===== src/rtl/jpeg_zigzag_pkg.sv =====
// Shared definitions for the zigzag serializer: coefficient width default,
// the JPEG zigzag scan tables and the output FSM state type.
package jpeg_zigzag_pkg;

  localparam int COEFF_W_DEFAULT = 11;

  // Row of the natural-order coefficient visited at each zigzag position.
  localparam logic [2:0] ZZ_ROW [64] = '{
    3'd0, 3'd0, 3'd1, 3'd2, 3'd1, 3'd0, 3'd0, 3'd1,
    3'd2, 3'd3, 3'd4, 3'd3, 3'd2, 3'd1, 3'd0, 3'd0,
    3'd1, 3'd2, 3'd3, 3'd4, 3'd5, 3'd6, 3'd5, 3'd4,
    3'd3, 3'd2, 3'd1, 3'd0, 3'd0, 3'd1, 3'd2, 3'd3,
    3'd4, 3'd5, 3'd6, 3'd7, 3'd7, 3'd6, 3'd5, 3'd4,
    3'd3, 3'd2, 3'd1, 3'd2, 3'd3, 3'd4, 3'd5, 3'd6,
    3'd7, 3'd7, 3'd6, 3'd5, 3'd4, 3'd3, 3'd4, 3'd5,
    3'd6, 3'd7, 3'd7, 3'd6, 3'd5, 3'd6, 3'd7, 3'd7
  };

  // Column of the natural-order coefficient visited at each zigzag position.
  localparam logic [2:0] ZZ_COL [64] = '{
    3'd0, 3'd1, 3'd0, 3'd0, 3'd1, 3'd2, 3'd3, 3'd2,
    3'd1, 3'd0, 3'd0, 3'd1, 3'd2, 3'd3, 3'd4, 3'd5,
    3'd4, 3'd3, 3'd2, 3'd1, 3'd0, 3'd0, 3'd1, 3'd2,
    3'd3, 3'd4, 3'd5, 3'd6, 3'd7, 3'd6, 3'd5, 3'd4,
    3'd3, 3'd2, 3'd1, 3'd0, 3'd1, 3'd2, 3'd3, 3'd4,
    3'd5, 3'd6, 3'd7, 3'd7, 3'd6, 3'd5, 3'd4, 3'd3,
    3'd2, 3'd3, 3'd4, 3'd5, 3'd6, 3'd7, 3'd7, 3'd6,
    3'd5, 3'd4, 3'd5, 3'd6, 3'd7, 3'd7, 3'd6, 3'd7
  };

  typedef enum logic {
    ZZ_IDLE,
    ZZ_STREAM
  } zz_state_t;

endpackage


===== src/rtl/zigzag_buffer.sv =====
// Two-entry ping-pong storage for 8x8 coefficient blocks: a whole block is
// written in one cycle, and one coefficient at a time is read back by row/col.
module zigzag_buffer
  import jpeg_zigzag_pkg::*;
#(
  parameter int COEFF_W = COEFF_W_DEFAULT
) (
  input  logic                      clk,
  input  logic                      wr_en,
  input  logic                      wr_sel,
  input  logic signed [COEFF_W-1:0] wr_block [8][8],
  input  logic                      rd_sel,
  input  logic [2:0]                rd_row,
  input  logic [2:0]                rd_col,
  output logic signed [COEFF_W-1:0] rd_data
);

  logic signed [COEFF_W-1:0] mem [2][8][8];

  // Capture the full block into the selected entry; contents are never reset.
  always_ff @(posedge clk) begin
    if (wr_en) begin
      for (int r = 0; r < 8; r++) begin
        for (int c = 0; c < 8; c++) begin
          mem[wr_sel][r][c] <= wr_block[r][c];
        end
      end
    end
  end

  assign rd_data = mem[rd_sel][rd_row][rd_col];

endmodule


===== src/rtl/zigzag_serializer.sv =====
// Accepts quantized 8x8 blocks in parallel and streams them out one
// coefficient per handshake in JPEG zigzag order, double-buffered so a new
// block can be captured while the previous one drains.
module zigzag_serializer
  import jpeg_zigzag_pkg::*;
#(
  parameter int COEFF_W = COEFF_W_DEFAULT
) (
  input  logic                      clk,
  input  logic                      rst,
  input  logic                      in_enable,
  input  logic signed [COEFF_W-1:0] in_block [8][8],
  output logic                      in_ready,
  output logic signed [COEFF_W-1:0] coeff,
  output logic [5:0]                coeff_idx,
  output logic                      coeff_last,
  output logic                      coeff_valid,
  input  logic                      coeff_ready,
  output logic                      overflow
);

  zz_state_t  state;
  zz_state_t  state_next;
  logic [5:0] idx;
  logic       wr_sel;
  logic       rd_sel;
  logic [1:0] full_cnt;
  logic [1:0] full_cnt_next;
  logic       capture;
  logic       drain;

  // in_ready depends only on registered occupancy, so a drain finishing in
  // the same cycle does not let an extra block in.
  assign in_ready   = (full_cnt != 2'd2);
  assign coeff_idx  = idx;
  assign coeff_last = (idx == 6'd63);

  zigzag_buffer #(
    .COEFF_W (COEFF_W)
  ) u_buffer (
    .clk      (clk),
    .wr_en    (capture),
    .wr_sel   (wr_sel),
    .wr_block (in_block),
    .rd_sel   (rd_sel),
    .rd_row   (ZZ_ROW[idx]),
    .rd_col   (ZZ_COL[idx]),
    .rd_data  (coeff)
  );

  // Occupancy bookkeeping: a capture and a final drain in the same cycle cancel.
  always_comb begin
    capture       = in_enable && in_ready;
    drain         = (state == ZZ_STREAM) && coeff_ready && (idx == 6'd63);
    full_cnt_next = full_cnt;
    case ({capture, drain})
      2'b10:   full_cnt_next = full_cnt + 2'd1;
      2'b01:   full_cnt_next = full_cnt - 2'd1;
      default: full_cnt_next = full_cnt;
    endcase
  end

  // Next state looks at the updated occupancy so streaming starts the cycle
  // right after a capture and continues without a bubble into a queued block.
  always_comb begin
    state_next  = state;
    coeff_valid = 1'b0;
    case (state)
      ZZ_IDLE: begin
        if (full_cnt_next != 2'd0) state_next = ZZ_STREAM;
      end
      ZZ_STREAM: begin
        coeff_valid = 1'b1;
        if (drain && (full_cnt_next == 2'd0)) state_next = ZZ_IDLE;
      end
      default: state_next = ZZ_IDLE;
    endcase
  end

  // State, pointers, scan index and sticky drop flag.
  always_ff @(posedge clk) begin
    if (rst) begin
      state    <= ZZ_IDLE;
      idx      <= 6'd0;
      wr_sel   <= 1'b0;
      rd_sel   <= 1'b0;
      full_cnt <= 2'd0;
      overflow <= 1'b0;
    end else begin
      state    <= state_next;
      full_cnt <= full_cnt_next;
      if (capture) wr_sel <= ~wr_sel;
      if (coeff_valid && coeff_ready) begin
        idx <= idx + 6'd1;
        if (idx == 6'd63) rd_sel <= ~rd_sel;
      end
      if (in_enable && !in_ready) overflow <= 1'b1;
    end
  end

endmodule

===== config.mk =====
export PLATFORM = sky130hd
export DESIGN_NAME = zigzag_serializer
export DESIGN_NICKNAME = d
export VERILOG_FILES = /design/src/rtl/jpeg_zigzag_pkg.sv /design/src/rtl/zigzag_buffer.sv /design/src/rtl/zigzag_serializer.sv
export SDC_FILE = /design/constraint.sdc
export NUM_CORES = 1
export LEC_CHECK = 0
export CELL_PAD_IN_SITES_DETAIL_PLACEMENT = 1
export CELL_PAD_IN_SITES_GLOBAL_PLACEMENT = 2
export CORE_ASPECT_RATIO = 1.75
export CORE_UTILIZATION = 47
export DETAILED_ROUTE_END_ITERATION = 8
export PLACE_DENSITY_LB_ADDON = 0.1
export SKIP_LAST_GASP = 1
export SYNTH_ARGS = -nofsm -noshare
export SYNTH_HDL_FRONTEND = slang
export SYNTH_HIERARCHICAL = 1
export SYNTH_SLANG_ARGS = --single-unit
export TNS_END_PERCENT = 50

===== constraint.sdc =====
create_clock -name clk -period 65 [get_ports clk]
set_clock_uncertainty 0.1 [all_clocks]
set_input_delay 13 -clock clk [delete_from_list [all_inputs] [get_ports clk]]
set_output_delay 13 -clock clk [all_outputs]
set_load 0.01 [all_outputs]

==> Flow_metrics.wiki, run 1 <==
{| class="wikitable"
! Metric !! Value
|-
| Final cell count without fillers || 4583
|-
| Tightest slew margin relative to the limit || 0.193
|-
| Mean instance size in the synthesized netlist || 25.3 um2
|-
| Delay of the slowest cell on the worst path || 0.96 ns
|-
| Gate count after technology mapping || 2157
|-
| Most frequent cell after synthesis || sky130_fd_sc_hd__edfxtp_1
|-
| DP HPWL || approximately 110 mm
|-
| Worst Path Required || 51.90 ns
|-
| Total wirelength of the detailed-routed design || 154 mm
|-
| Die height || 453 um
|-
| Number of buffers on the longest clock path || 3
|-
| Distinct cells, synth || 46
|-
| Slew at the pin closest to its max-slew limit || 1.21 ns
|-
| Number of nets still failing antenna checks after routing || 0
|-
| Switching pwr || approximately 440 uW
|-
| Core Box Area || about 120000 um2
|-
| Run status || finished clean
|-
| Clock latency on the worst-skew pair || 0.74 ns
|-
| Buffers on Ports || 728
|-
| Sw Share || 0.217
|-
| Post-cts gate resize count || 0
|-
| Power density over the cells || roughly 30 nW/um2
|-
| Width of the die || approximately 260 um
|-
| Number of antenna violations at the first check in global routing || roughly 110
|-
| Post-synthesis cell area || around 55000 um2
|-
| Final layout net count || 3666
|-
| CP cell instances || inv_1 -> ha_1 -> o21ai_0 -> a211oi_1 -> a31oi_4 -> buf_4 -> buf_4 -> buf_4 -> mux4_2 -> mux4_2 -> mux4_2 -> mux2_2 -> clkdlybuf4s50_1
|-
| Mean routed wirelength per cell || about 34 um
|-
| Row count || 165
|-
| Sequential share of power || 0.547
|-
| Critical path arrival || 8.71 ns
|-
| CP delay by family, top || buffers and inverters
|-
| Achievable Freq || between 40 and 50 MHz
|-
| Number of warnings printed during yosys synthesis || 6
|-
| Number of buffers added by the clock tree synthesis step || 134
|-
| Critical-path maximum fanout || a little over 70
|-
| Number of ports placed on the die boundary || 729
|-
| Post-layout worst setup margin || 43.19 ns
|-
| Synthesized netlist net count || 2883
|-
| Number of DRC markers in iteration 0 || 2206
|-
| Total DRC errors in the routed layout || 0
|-
| Classification of the worst setup path || flop to output pin
|-
| Path category of the worst min-delay check || flop to flop
|-
| Dpl cells || around 4300
|-
| Portion of the clock cycle consumed by the worst path in the final layout || 0.336
|-
| Final-report setup violation count || 0
|-
| CTS tree || yes
|-
| Combinational Power Share || 0.084
|-
| Worst path slowest cell || sky130_fd_sc_hd__buf_4
|-
| Routed vias/inst || 5.81
|-
| Type of element launching the critical path || flop
|-
| Post-CTS setup buffer count || 0
|-
| First-pass GRT wire length || 213 mm
|-
| Post-synth top area cell || sky130_fd_sc_hd__edfxtp_1
|-
| Combined global-route utilization of all metal layers || 0.265
|-
| Async S/R FF share, synth || 0
|-
| Clock share of power || 0.369
|-
| Area growth, synth to finish || 24.2%
|-
| Largest cells by area after synthesis || sky130_fd_sc_hd__edfxtp_1 (77%), sky130_fd_sc_hd__mux4_2 (19%), sky130_fd_sc_hd__dfxtp_1 (0.44%), sky130_fd_sc_hd__ha_1 (0.41%), sky130_fd_sc_hd__clkbuf_1 (0.39%)
|-
| Hold violation total from the final report || 0
|-
| RSZ-0062 raised after global routing || no
|-
| Endpoint class of the critical path || output pin
|-
| Via count || approximately 27000
|-
| Max-slew violations || 0
|-
| Synthesized flop and latch total || approximately 1400
|-
| Peak supply drop || 25.0 uV
|-
| Clock Root Buffer || sky130_fd_sc_hd__clkbuf_16
|-
| Worst hold slack after final layout || 0.385 ns
|-
| First-pass iteration count of the detailed router || 5
|-
| Share of synthesized area occupied by flip-flops and latches || 0.778
|-
| Count of H-tree levels built during CTS || 4
|-
| Worst slack after detailed placement || 43.94 ns
|-
| Initial core utilization || 0.474
|-
| Setup Total Neg Slack || 0 ns
|-
| Prevailing post-synth register cell || sky130_fd_sc_hd__edfxtp_1
|-
| Clock transition at the registers of the reported paths || 0.06 ns
|-
| Final period demand of the worst path || 21.81 ns
|-
| Count of buffering cells on the critical path with inverters included || 5
|-
| Number of sinks driven by the clock tree || between 1000 and 1500
|-
| Overflow after GRT || 0
|-
| Fraction of final layout cells with drive strength greater than 1 || 0.232
|-
| Placer Congestion || 0.823
|-
| Top post-synthesis cells by count || sky130_fd_sc_hd__edfxtp_1 (1408), sky130_fd_sc_hd__mux4_2 (465), sky130_fd_sc_hd__clkbuf_1 (57)
|-
| Die area || 118000 um2
|-
| Number of maximum-capacitance constraint violations || 0
|-
| Post-synth EDFFs || between 1000 and 1500
|-
| Largest net degree at the start of global routing || ~180
|-
| Post-CTS Hold Buffers || 0
|-
| Cell leakage power || 0.0211 uW
|-
| Cell Int Power || 1580 uW
|-
| Share of the synthesized area in the top cell type || 0.773
|-
| Vias in the first global route || 29300
|}
==> flip-flops by register name (all words and copies together) (netlist names) <==
signal        flops
wr_sel            1
coeff_idx         6
overflow          1
rd_sel            1
state             1
u_buffer/mem   1408
full_cnt          2
==> worst reg2reg max path: cells and delay by family (launching register included) <==
family	cells	cell delay, ns
flip-flops	1	0.41
buffers and inverters	5	3.55
AND/OR/NAND/NOR	3	0.43
==> metal layers <==
layer	GRT usage	vias up	share of wire
met4	0.105	146	0.036
li1	-	11100	-
met3	0.105	355	0.099
met5	0	-	0.0058
met1	0.284	14000	0.33
met2	0.463	1067	0.53
==> final timing paths <==
kind              slack [ns]  cells after the start              endpoint         start
setup / recovery       43.19                     13              coeff[7]  coeff_idx[2]
hold reg to reg         0.38                      2              overflow      overflow
setup reg to reg       60.03                      8  u_buffer/mem[0][639]   full_cnt[0]
hold / removal          0.38                      2              overflow      overflow
==> cell families after synthesis <==
| group | after synthesis | share of synthesized area |
|---|---|---|
| multiplexers | 482 | 0.195 |
| AO/OA/AOI/OAI | 45 | 0.00547 |
| buffers and inverters | 126 | 0.0110 |
| AND/OR/NAND/NOR | 57 | 0.00522 |
| XOR/XNOR | 9 | 0.00144 |
| adder cells (fa/ha/maj) | 18 | 0.00412 |
| flip-flops | 1420 | 0.778 |
==> stage by stage <==
| stage | area [um2] | power, uW | util |
|---|---|---|---|
| after detailed placement | 63700 | 1300 | 0.552 |
| final | 67900 | 2020 | 0.588 |
| after CTS | 67800 | 2050 | 0.587 |
| after global routing | 67800 | 2080 | 0.588 |
| after global placement | 63700 | 1290 | 0.552 |
| after floorplan | 54700 | 1270 | - |
==> cell type report <==
| cell class | count | area, um2 |
|---|---|---|
| Antenna cell | 33 | 82.6 |
| Fill cell | 9415 | 47500 |
| Timing Repair Buffer | 761 | 7610 |
| Inverter | 12 | 50.0 |
| Clock buffer | 175 | 3630 |
| Clock inverter | 68 | 488 |
| Multi-Input combinational cell | 611 | 11600 |
| Sequential cell | 1420 | 42500 |
| Tap cell | 1503 | 1880 |
==> placed cells by master (no fill, tap or decap), types with 10 or more instances in the layout <==
master / netlist / final
sky130_fd_sc_hd__edfxtp_1: 1408 / 1408
sky130_fd_sc_hd__mux4_2: 465 / 465
sky130_fd_sc_hd__clkdlybuf4s50_1: 0 / 728
sky130_fd_sc_hd__nor2_1: 16 / 16
sky130_fd_sc_hd__ha_1: 18 / 18
sky130_fd_sc_hd__diode_2: 0 / 33
sky130_fd_sc_hd__inv_1: 10 / 10
sky130_fd_sc_hd__dfxtp_1: 12 / 11
sky130_fd_sc_hd__clkbuf_16: 0 / 140
sky130_fd_sc_hd__nand2_1: 12 / 12
sky130_fd_sc_hd__buf_4: 13 / 27
sky130_fd_sc_hd__clkbuf_1: 57 / 35
sky130_fd_sc_hd__a21oi_1: 14 / 12
sky130_fd_sc_hd__clkinv_2: 0 / 21
sky130_fd_sc_hd__clkinv_1: 0 / 26
sky130_fd_sc_hd__mux2_2: 12 / 12
==> power by group through the flow <==
stage          combinational (uW)  clock [uW]  sequential [uW]
3_5_place_dp                  174           0             1130
6_report                      171         746             1110
3_3_place_gp                  169           0             1120
5_1_grt                       179         792             1110
2_1_floorplan                73.8           0             1190
4_1_cts                       175         765             1110
Note: power is estimated with default switching activity, not from simulation.
==> run 2: changes to the inputs <==
--- a/config.mk
+++ b/config.mk
@@ -8,7 +8,7 @@
 export CELL_PAD_IN_SITES_DETAIL_PLACEMENT = 1
 export CELL_PAD_IN_SITES_GLOBAL_PLACEMENT = 2
 export CORE_ASPECT_RATIO = 1.75
-export CORE_UTILIZATION = 47
+export CORE_UTILIZATION = 43
 export DETAILED_ROUTE_END_ITERATION = 8
 export PLACE_DENSITY_LB_ADDON = 0.1
 export SKIP_LAST_GASP = 1
==> constraint.sdc (replaced) <==
create_clock -name clk -period 20.1 [get_ports clk]
set_clock_uncertainty 0.1 [all_clocks]
set_input_delay 4.02 -clock clk [delete_from_list [all_inputs] [get_ports clk]]
set_output_delay 4.02 -clock clk [all_outputs]
set_load 0.01 [all_outputs]
==> run 2 against run 1 <==
  * Clock power rose to 3.4 times the previous value
  * Critical path depth fell by 1
  * Sequential power grew to 3.2 times the previous value
  * Design area up 0.62%
  * Core utilization is 4.6 points lower
  * Via count decreased by 1.1%
  * Final cell count increased by 3.1%
  * Critical endpoint is now coeff[6]
  * Flip-flop and latch count did not move
  * Global-route usage shrank 2.0 points
  * First-iteration DRC count increased by 2.8%
  * Setup slack worse by 35 ns
==> Flow_metrics.wiki, run 2 (synthesis gave the netlist of run 1 again) <==
{| class="wikitable"
! Metric !! Value
|-
| Clock transition at the registers of the reported paths || 0.06 ns (about the same)
|-
| CTS tree || yes
|-
| Post-CTS Hold Buffers || 0 (unchanged)
|-
| Number of buffers added by the clock tree synthesis step || 136 (+1.5%)
|-
| Commonest cells after routing, fill and taps aside || sky130_fd_sc_hd__edfxtp_1 (1408), sky130_fd_sc_hd__clkdlybuf4s50_1 (728), sky130_fd_sc_hd__mux4_2 (465), sky130_fd_sc_hd__clkbuf_16 (137), sky130_fd_sc_hd__clkinv_1 (29)
|-
| Initial core utilization || 0.434 (-0.0395)
|-
| Flip-flop count of the largest register, all copies and words added || 1408 (unchanged)
|-
| Slew at the pin closest to its max-slew limit || 1.25 ns (+0.0438 ns)
|-
| Max-slew violations || 0 (unchanged)
|-
| Cell leakage power || 0.0212 uW (+0.60%)
|-
| Number of antenna violations at the first check in global routing || 75 (-34%)
|-
| Routed vias/inst || 5.57 (-4.1%)
|-
| Overflow after GRT || 0 (unchanged)
|-
| Tightest slew margin relative to the limit || 0.164 (-0.0292)
|-
| Total DRC errors in the routed layout || 0 (unchanged)
|-
| Die height || 474 um (+4.5%)
|-
| DP HPWL || 111 mm (+1.3%)
|-
| Number of maximum-capacitance constraint violations || 0 (unchanged)
|-
| Area growth, synth to finish || 24.9%
|-
| Power density over the cells || 97.5 nW/um2 (+230%)
|-
| Buffers on Ports || 728 (unchanged)
|-
| Clock latency on the worst-skew pair || 0.74 ns (about the same)
|-
| Width of the die || 272 um (+4.5%)
|-
| RSZ-0062 raised after global routing || no
|-
| Peak supply drop || 83.5 uV (+230%)
|-
| Placer Congestion || 0.799 (-2.9%)
|-
| Fraction of final layout cells with drive strength greater than 1 || 0.236 (+0.00477)
|-
| Type of element launching the critical path || flop
|-
| Achievable Freq || 87.2 MHz
|-
| Met1 track demand over resource || 0.284 (about the same)
|-
| Number of sinks driven by the clock tree || 1420 (unchanged)
|-
| Die area || 129000 um2 (+9.2%)
|-
| First-pass GRT wire length || 219 mm (+2.7%)
|-
| Worst hold slack after final layout || 0.369 ns (-0.0152 ns)
|-
| Classification of the worst setup path || flop to output pin
|-
| Final period demand of the worst path || 11.47 ns
|-
| Core Box Area || 126000 um2 (+9.1%)
|-
| Sequential Area || 42500 um2 (unchanged)
|-
| Run status || finished clean
|-
| Mean routed wirelength per cell || 33.0 um (-2.1%)
|-
| Combined global-route utilization of all metal layers || 0.245 (-0.0198)
|-
| Hold violation total from the final report || 0 (unchanged)
|-
| Vias in the first global route || 29600 (+1.0%)
|-
| Register-to-Register Path Depth || 8 (unchanged)
|-
| Path category of the worst min-delay check || flop to flop
|-
| Final-report setup violation count || 0 (unchanged)
|-
| Register with the most flip-flops || u_buffer/mem
|-
| Number of buffers on the longest clock path || 3 (unchanged)
|-
| Worst hold path depth || 2 (unchanged)
|-
| Number of nets still failing antenna checks after routing || 0 (unchanged)
|-
| Critical-path maximum fanout || 126 (+75%)
|-
| Area occupied by multi-input gates || 11600 um2 (unchanged)
|-
| Final cell count without fillers || 4727 (+3.1%)
|-
| Row count || 172 (+4.2%)
|-
| Endpoint class of the critical path || output pin
|-
| Clock Root Buffer || sky130_fd_sc_hd__clkbuf_16
|-
| Met3 layer usage reported by global route || 0.0899 (-0.0156)
|-
| Dpl cells || 4458 (+3.5%)
|-
| Final layout net count || 3669 (+0.082%)
|-
| Most used routing layer || met2
|-
| Post-CTS setup buffer count || 0 (unchanged)
|-
| Number of ports placed on the die boundary || 729 (unchanged)
|-
| Fillcell total || 10800 (+14%)
|-
| First-pass iteration count of the detailed router || 5 (unchanged)
|-
| Count of H-tree levels built during CTS || 4 (unchanged)
|-
| Number of DRC markers in iteration 0 || 2267 (+2.8%)
|-
| Critical path arrival || 7.35 ns (-1.36 ns)
|-
| Largest net degree at the start of global routing || 167 (-6.2%)
|-
| Most common cell after layout, fill and taps aside || sky130_fd_sc_hd__edfxtp_1
|-
| Worst Path Required || 15.98 ns (-35.92 ns)
|-
| Via count || 26300 (-1.1%)
|-
| Post-cts gate resize count || 0 (unchanged)
|-
| Total wirelength of the detailed-routed design || 156 mm (+1.0%)
|-
| Portion of the clock cycle consumed by the worst path in the final layout || 0.571
|-
| Global-route track usage on met2 || 0.430 (-0.0336)
|}
==> run 2: changes by cell type in the layout (fill, tap and decap cells not counted), moves of 2 or more <==
cell / change
sky130_fd_sc_hd__clkinv_8: +2
sky130_fd_sc_hd__diode_2: -8
sky130_fd_sc_hd__inv_16: +2
sky130_fd_sc_hd__clkbuf_16: -3
sky130_fd_sc_hd__clkbuf_1: -16
sky130_fd_sc_hd__clkinv_4: -2
sky130_fd_sc_hd__clkinv_2: +4
sky130_fd_sc_hd__bufinv_16: +8
sky130_fd_sc_hd__clkinv_1: +3
==> run 2: final cells by class <==
type	instances	area share
antenna	25	0.000916
tap	1653	0.0303
clock inverter	87	0.0125
inverter	12	0.000733
timing repair buffer	762	0.112
multi-input combinational	611	0.170
clock buffer	157	0.0514
sequential	1420	0.623
==> run 2: path summary, 6_finish.rpt <==
kind / start / end / slack, ns
min: overflow / overflow / 0.37
max reg2reg: full_cnt[0] / u_buffer/mem[1][645] / 14.56
max: coeff_idx[2] / coeff[6] / 8.63
min reg2reg: overflow / overflow / 0.37
==> run 2: routing by layer <==
| layer | wire length [um] | up-vias | part of all wire |
|---|---|---|---|
| met3 | 13800 | 246 | 0.089 |
| li1 | - | 11000 | - |
| met5 | 690 | - | 0.0044 |
| met4 | 2970 | 106 | 0.019 |
| met2 | 82000 | 904 | 0.53 |
| met1 | 56400 | 14000 | 0.36 |
==> run 2: power breakdown <==
group          total, uW  switching (uW)  internal, uW
sequential          3570            53.3          3520
clock               2530            1110          1420
combinational        554             289           265
total               6660            1450          5210
==> run 2: metrics by stage <==
stage	setup slack, ns	power, uW	TNS, ns	util	area [um2]
floorplan	-1.21	3970	-852.81	-	54700
global placement	9.53	4170	0	0.507	63900
detailed placement	9.46	4210	0	0.507	63900
CTS	8.61	6750	0	0.542	68200
global route	8.34	6870	0	0.542	68200
finish	8.63	6660	0	0.543	68300
==> run 2: critical path, cell delays in order, from the launching register on <==
cell                              delay, ns
sky130_fd_sc_hd__dfxtp_1               0.93
sky130_fd_sc_hd__inv_1                 0.56
sky130_fd_sc_hd__ha_1                  0.46
sky130_fd_sc_hd__o21ai_0               0.24
sky130_fd_sc_hd__a211oi_1              0.13
sky130_fd_sc_hd__a31oi_4               0.22
sky130_fd_sc_hd__buf_4                 0.80
sky130_fd_sc_hd__buf_12                0.71
sky130_fd_sc_hd__mux4_2                0.41
sky130_fd_sc_hd__mux4_2                0.59
sky130_fd_sc_hd__mux4_2                0.60
sky130_fd_sc_hd__mux2_2                0.30
sky130_fd_sc_hd__clkdlybuf4s50_1       0.52
==> run 3: changes to the inputs <==
--- a/config.mk
+++ b/config.mk
@@ -8,7 +8,7 @@
 export CELL_PAD_IN_SITES_DETAIL_PLACEMENT = 1
 export CELL_PAD_IN_SITES_GLOBAL_PLACEMENT = 2
 export CORE_ASPECT_RATIO = 1.75
-export CORE_UTILIZATION = 43
+export CORE_UTILIZATION = 39
 export DETAILED_ROUTE_END_ITERATION = 8
 export PLACE_DENSITY_LB_ADDON = 0.1
 export SKIP_LAST_GASP = 1
==> constraint.sdc (replaced) <==
create_clock -name clk -period 9.3 [get_ports clk]
set_clock_uncertainty 0.1 [all_clocks]
set_input_delay 1.86 -clock clk [delete_from_list [all_inputs] [get_ports clk]]
set_output_delay 1.86 -clock clk [all_outputs]
set_load 0.01 [all_outputs]
==> run 3 against run 2 <==
  * Design area increased by 0.84%
  * Non-clock buffer count grew 19
  * Sequential share of layout area is 0.52 points lower
  * Clock-buffer cell count increased by 9
  * Largest cell class unchanged
  * Final cell count grew 3.9%
  * Combinational power rose by 120%
  * Critical path depth fell by 1
  * Clock power increased by 120%
  * Sequential power up 120%
  * Worst hold slack better by 0.083 ns
  * Setup slack lost 7.9 ns
  * Core utilization is 4.7 points lower
==> Flow_metrics.wiki, run 3 (synthesis gave the netlist of run 1 again) <==
{| class="wikitable"
! Metric !! Value
|-
| Sequential share of power || 0.533 (-0.004)
|-
| Worst slack after detailed placement || 1.37 ns (-8.09 ns)
|-
| RSZ-0062 raised after global routing || no
|-
| DP HPWL || 114 mm (+3.3%)
|-
| Cell repeated most along the worst path || sky130_fd_sc_hd__mux4_2
|-
| Count of buffering cells on the critical path with inverters included || 3 (-1)
|-
| Area after detailed placement || 64400 um2 (+0.89%)
|-
| Peak supply drop || 189 uV (+130%)
|-
| Number of ports placed on the die boundary || 729 (unchanged)
|-
| Number of maximum-capacitance constraint violations || 0 (unchanged)
|-
| Clock share of power || 0.384 (+0.004)
|-
| Clock transition at the registers of the reported paths || 0.06 ns (about the same)
|-
| Number of antenna violations at the first check in global routing || 84 (+12%)
|-
| CTS tree || yes
|-
| CP cell instances || inv_1 -> ha_1 -> o21ai_0 -> a211oi_1 -> a31oi_4 -> buf_12 -> mux4_2 -> mux4_2 -> mux4_2 -> mux2_2 -> clkdlybuf4s50_1
|-
| Commonest cells after routing, fill and taps aside || sky130_fd_sc_hd__edfxtp_1 (1408), sky130_fd_sc_hd__clkdlybuf4s50_1 (728), sky130_fd_sc_hd__mux4_2 (465), sky130_fd_sc_hd__clkbuf_16 (143), sky130_fd_sc_hd__buf_4 (32)
|-
| Post-CTS Hold Buffers || 0 (unchanged)
|-
| Total DRC errors in the routed layout || 0 (unchanged)
|-
| Core Box Area || 139000 um2 (+10%)
|-
| Hold violation total from the final report || 0 (unchanged)
|-
| Final-report setup violation count || 0 (unchanged)
|-
| Buffers on Ports || 728 (unchanged)
|-
| Switching pwr || 3150 uW (+120%)
|-
| Number of nets still failing antenna checks after routing || 0 (unchanged)
|-
| Classification of the worst setup path || flop to output pin
|-
| Achievable Freq || around 120 MHz
|-
| Type of element launching the critical path || flop
|-
| Sw Share || 0.217 (-0.000876)
|-
| Final cell count without fillers || 4913 (+3.9%)
|-
| First-pass GRT wire length || 224 mm (+2.5%)
|-
| Tightest slew margin relative to the limit || 0.104 (-0.0598)
|-
| Row count || 181 (+5.2%)
|-
| Post-cts gate resize count || 0 (unchanged)
|-
| Width of the die || 285 um (+5.0%)
|-
| Clock latency on the worst-skew pair || 0.75 ns (about the same)
|-
| CP delay by family, top || multiplexers
|-
| Flip-flop count of the largest register, all copies and words added || 1408 (unchanged)
|-
| Final layout net count || 3691 (+0.60%)
|-
| Combined global-route utilization of all metal layers || 0.227 (-0.0178)
|-
| Cell Int Power || 11300 uW (+120%)
|-
| Combinational Power Share || 0.084 (about the same)
|-
| Final period demand of the worst path || 8.61 ns
|-
| Initial core utilization || 0.393 (-0.0411)
|-
| Max-slew violations || 0 (unchanged)
|-
| Die height || 497 um (+5.0%)
|-
| Vias in the first global route || 30000 (+1.2%)
|-
| Slew at the pin closest to its max-slew limit || 1.34 ns (+0.0864 ns)
|-
| Fraction of final layout cells with drive strength greater than 1 || 0.240 (+0.00400)
|-
| Cell area after layout || 68900 um2 (+0.84%)
|-
| Routed vias/inst || 5.40 (-3.1%)
|-
| Post-CTS setup buffer count || 0 (unchanged)
|-
| Via count || 26500 (+0.73%)
|-
| Cell leakage power || 0.0213 uW (+0.80%)
|-
| Register with the most flip-flops || u_buffer/mem
|-
| Number of sinks driven by the clock tree || 1420 (unchanged)
|-
| Portion of the clock cycle consumed by the worst path in the final layout || 0.926
|-
| Dpl cells || 4654 (+4.4%)
|-
| Count of H-tree levels built during CTS || 4 (unchanged)
|-
| Total wirelength of the detailed-routed design || 160 mm (+2.7%)
|-
| Endpoint class of the critical path || output pin
|-
| Worst hold slack after final layout || 0.452 ns (+0.0825 ns)
|-
| Run status || finished clean
|-
| Most common cell after layout, fill and taps aside || sky130_fd_sc_hd__edfxtp_1
|-
| Power density over the cells || 210 nW/um2 (+120%)
|-
| Largest net degree at the start of global routing || 175 (+4.8%)
|-
| Delay of the slowest cell on the worst path || 0.92 ns (about the same)
|-
| Number of buffers on the longest clock path || 3 (unchanged)
|-
| Area growth, synth to finish || 26.0%
|-
| Post-layout worst setup margin || 0.688 ns (-7.94 ns)
|-
| Fillcell total || 12300 (+15%)
|-
| Mean routed wirelength per cell || 32.6 um (-1.1%)
|-
| Worst path slowest cell || sky130_fd_sc_hd__dfxtp_1
|-
| First-pass iteration count of the detailed router || 5 (unchanged)
|-
| Worst Path Required || 7.34 ns (-8.64 ns)
|-
| Placer Congestion || 0.825 (+3.2%)
|-
| Number of DRC markers in iteration 0 || 1889 (-17%)
|-
| Number of buffers added by the clock tree synthesis step || 139 (+2.2%)
|-
| Die area || 142000 um2 (+10%)
|-
| Clock Root Buffer || sky130_fd_sc_hd__clkbuf_16
|-
| Overflow after GRT || 0 (unchanged)
|-
| Critical path arrival || 6.65 ns (-0.70 ns)
|-
| Path category of the worst min-delay check || flop to flop
|-
| Critical-path maximum fanout || 53 (-58%)
|}
[run 3: changes by cell type in the layout (fill, tap and decap cells not counted), moves of 4 or more]
| cell | before | now |
|---|---|---|
| sky130_fd_sc_hd__clkbuf_16 | 137 | 143 |
| sky130_fd_sc_hd__buf_12 | 6 | 21 |
| sky130_fd_sc_hd__buf_4 | 28 | 32 |
| sky130_fd_sc_hd__clkbuf_1 | 19 | 23 |
| sky130_fd_sc_hd__clkinv_4 | 0 | 4 |
| sky130_fd_sc_hd__diode_2 | 25 | 14 |
[run 3: path summary, 6_finish.rpt]
path / startpoint / endpoint / slack [ns] / depth (start not counted)
worst max register to register: full_cnt[0] / u_buffer/mem[0][598] / 5.77 / 6
worst max-delay path: coeff_idx[2] / coeff[10] / 0.69 / 11
worst min-delay path: overflow / overflow / 0.45 / 2
worst min register to register: overflow / overflow / 0.45 / 2
[run 3: through the flow]
step | power (uW) | TNS [ns] | utilization
after floorplan | 8510 | -3854.32 | -
after global placement | 9040 | 0 | 0.463
after detailed placement | 9110 | 0 | 0.463
after CTS | 14700 | 0 | 0.495
after global routing | 14900 | 0 | 0.495
final | 14500 | 0 | 0.495
[run 3: power groups by stage]
stage	Sequential (uW)	Clock, uW	Combinational (uW)
2_1_floorplan	7990	0	517
6_report	7720	5560	1210
3_5_place_dp	7860	0	1250
3_3_place_gp	7820	0	1220
4_1_cts	7720	5720	1260
5_1_grt	7750	5900	1290
[run 3: final cells by class]
| cell class | instances | area (um2) | area share |
|---|---|---|---|
| diodes | 14 | 35.0 | 0.000509 |
| clock buffers | 166 | 3660 | 0.0532 |
| clock inverters | 79 | 736 | 0.0107 |
| inverters | 12 | 50.0 | 0.000727 |
| multi-input cells | 611 | 11600 | 0.169 |
| flip-flops and latches | 1420 | 42500 | 0.617 |
| well taps | 1830 | 2290 | 0.0332 |
| repair buffers | 781 | 7950 | 0.115 |
[run 3: layer usage]
| layer | up-vias | share of wire | track usage | wire length, um |
|---|---|---|---|---|
| li1 | 11100 | - | - | - |
| met1 | 14200 | 0.36 | 0.264 | 58300 |
| met2 | 914 | 0.53 | 0.403 | 84700 |
| met3 | 267 | 0.086 | 0.0801 | 13800 |
| met4 | 110 | 0.017 | 0.0479 | 2760 |
| met5 | - | 0.0042 | 0 | 677 |
[run 3: worst register-to-register path, cell delays in order, from the launching register on]
cell	delay, ns
sky130_fd_sc_hd__dfxtp_1	0.40
sky130_fd_sc_hd__nand2b_1	0.32
sky130_fd_sc_hd__nand2_8	0.08
sky130_fd_sc_hd__inv_2	0.07
sky130_fd_sc_hd__nor2b_4	0.74
sky130_fd_sc_hd__buf_12	0.54
sky130_fd_sc_hd__buf_4	0.92
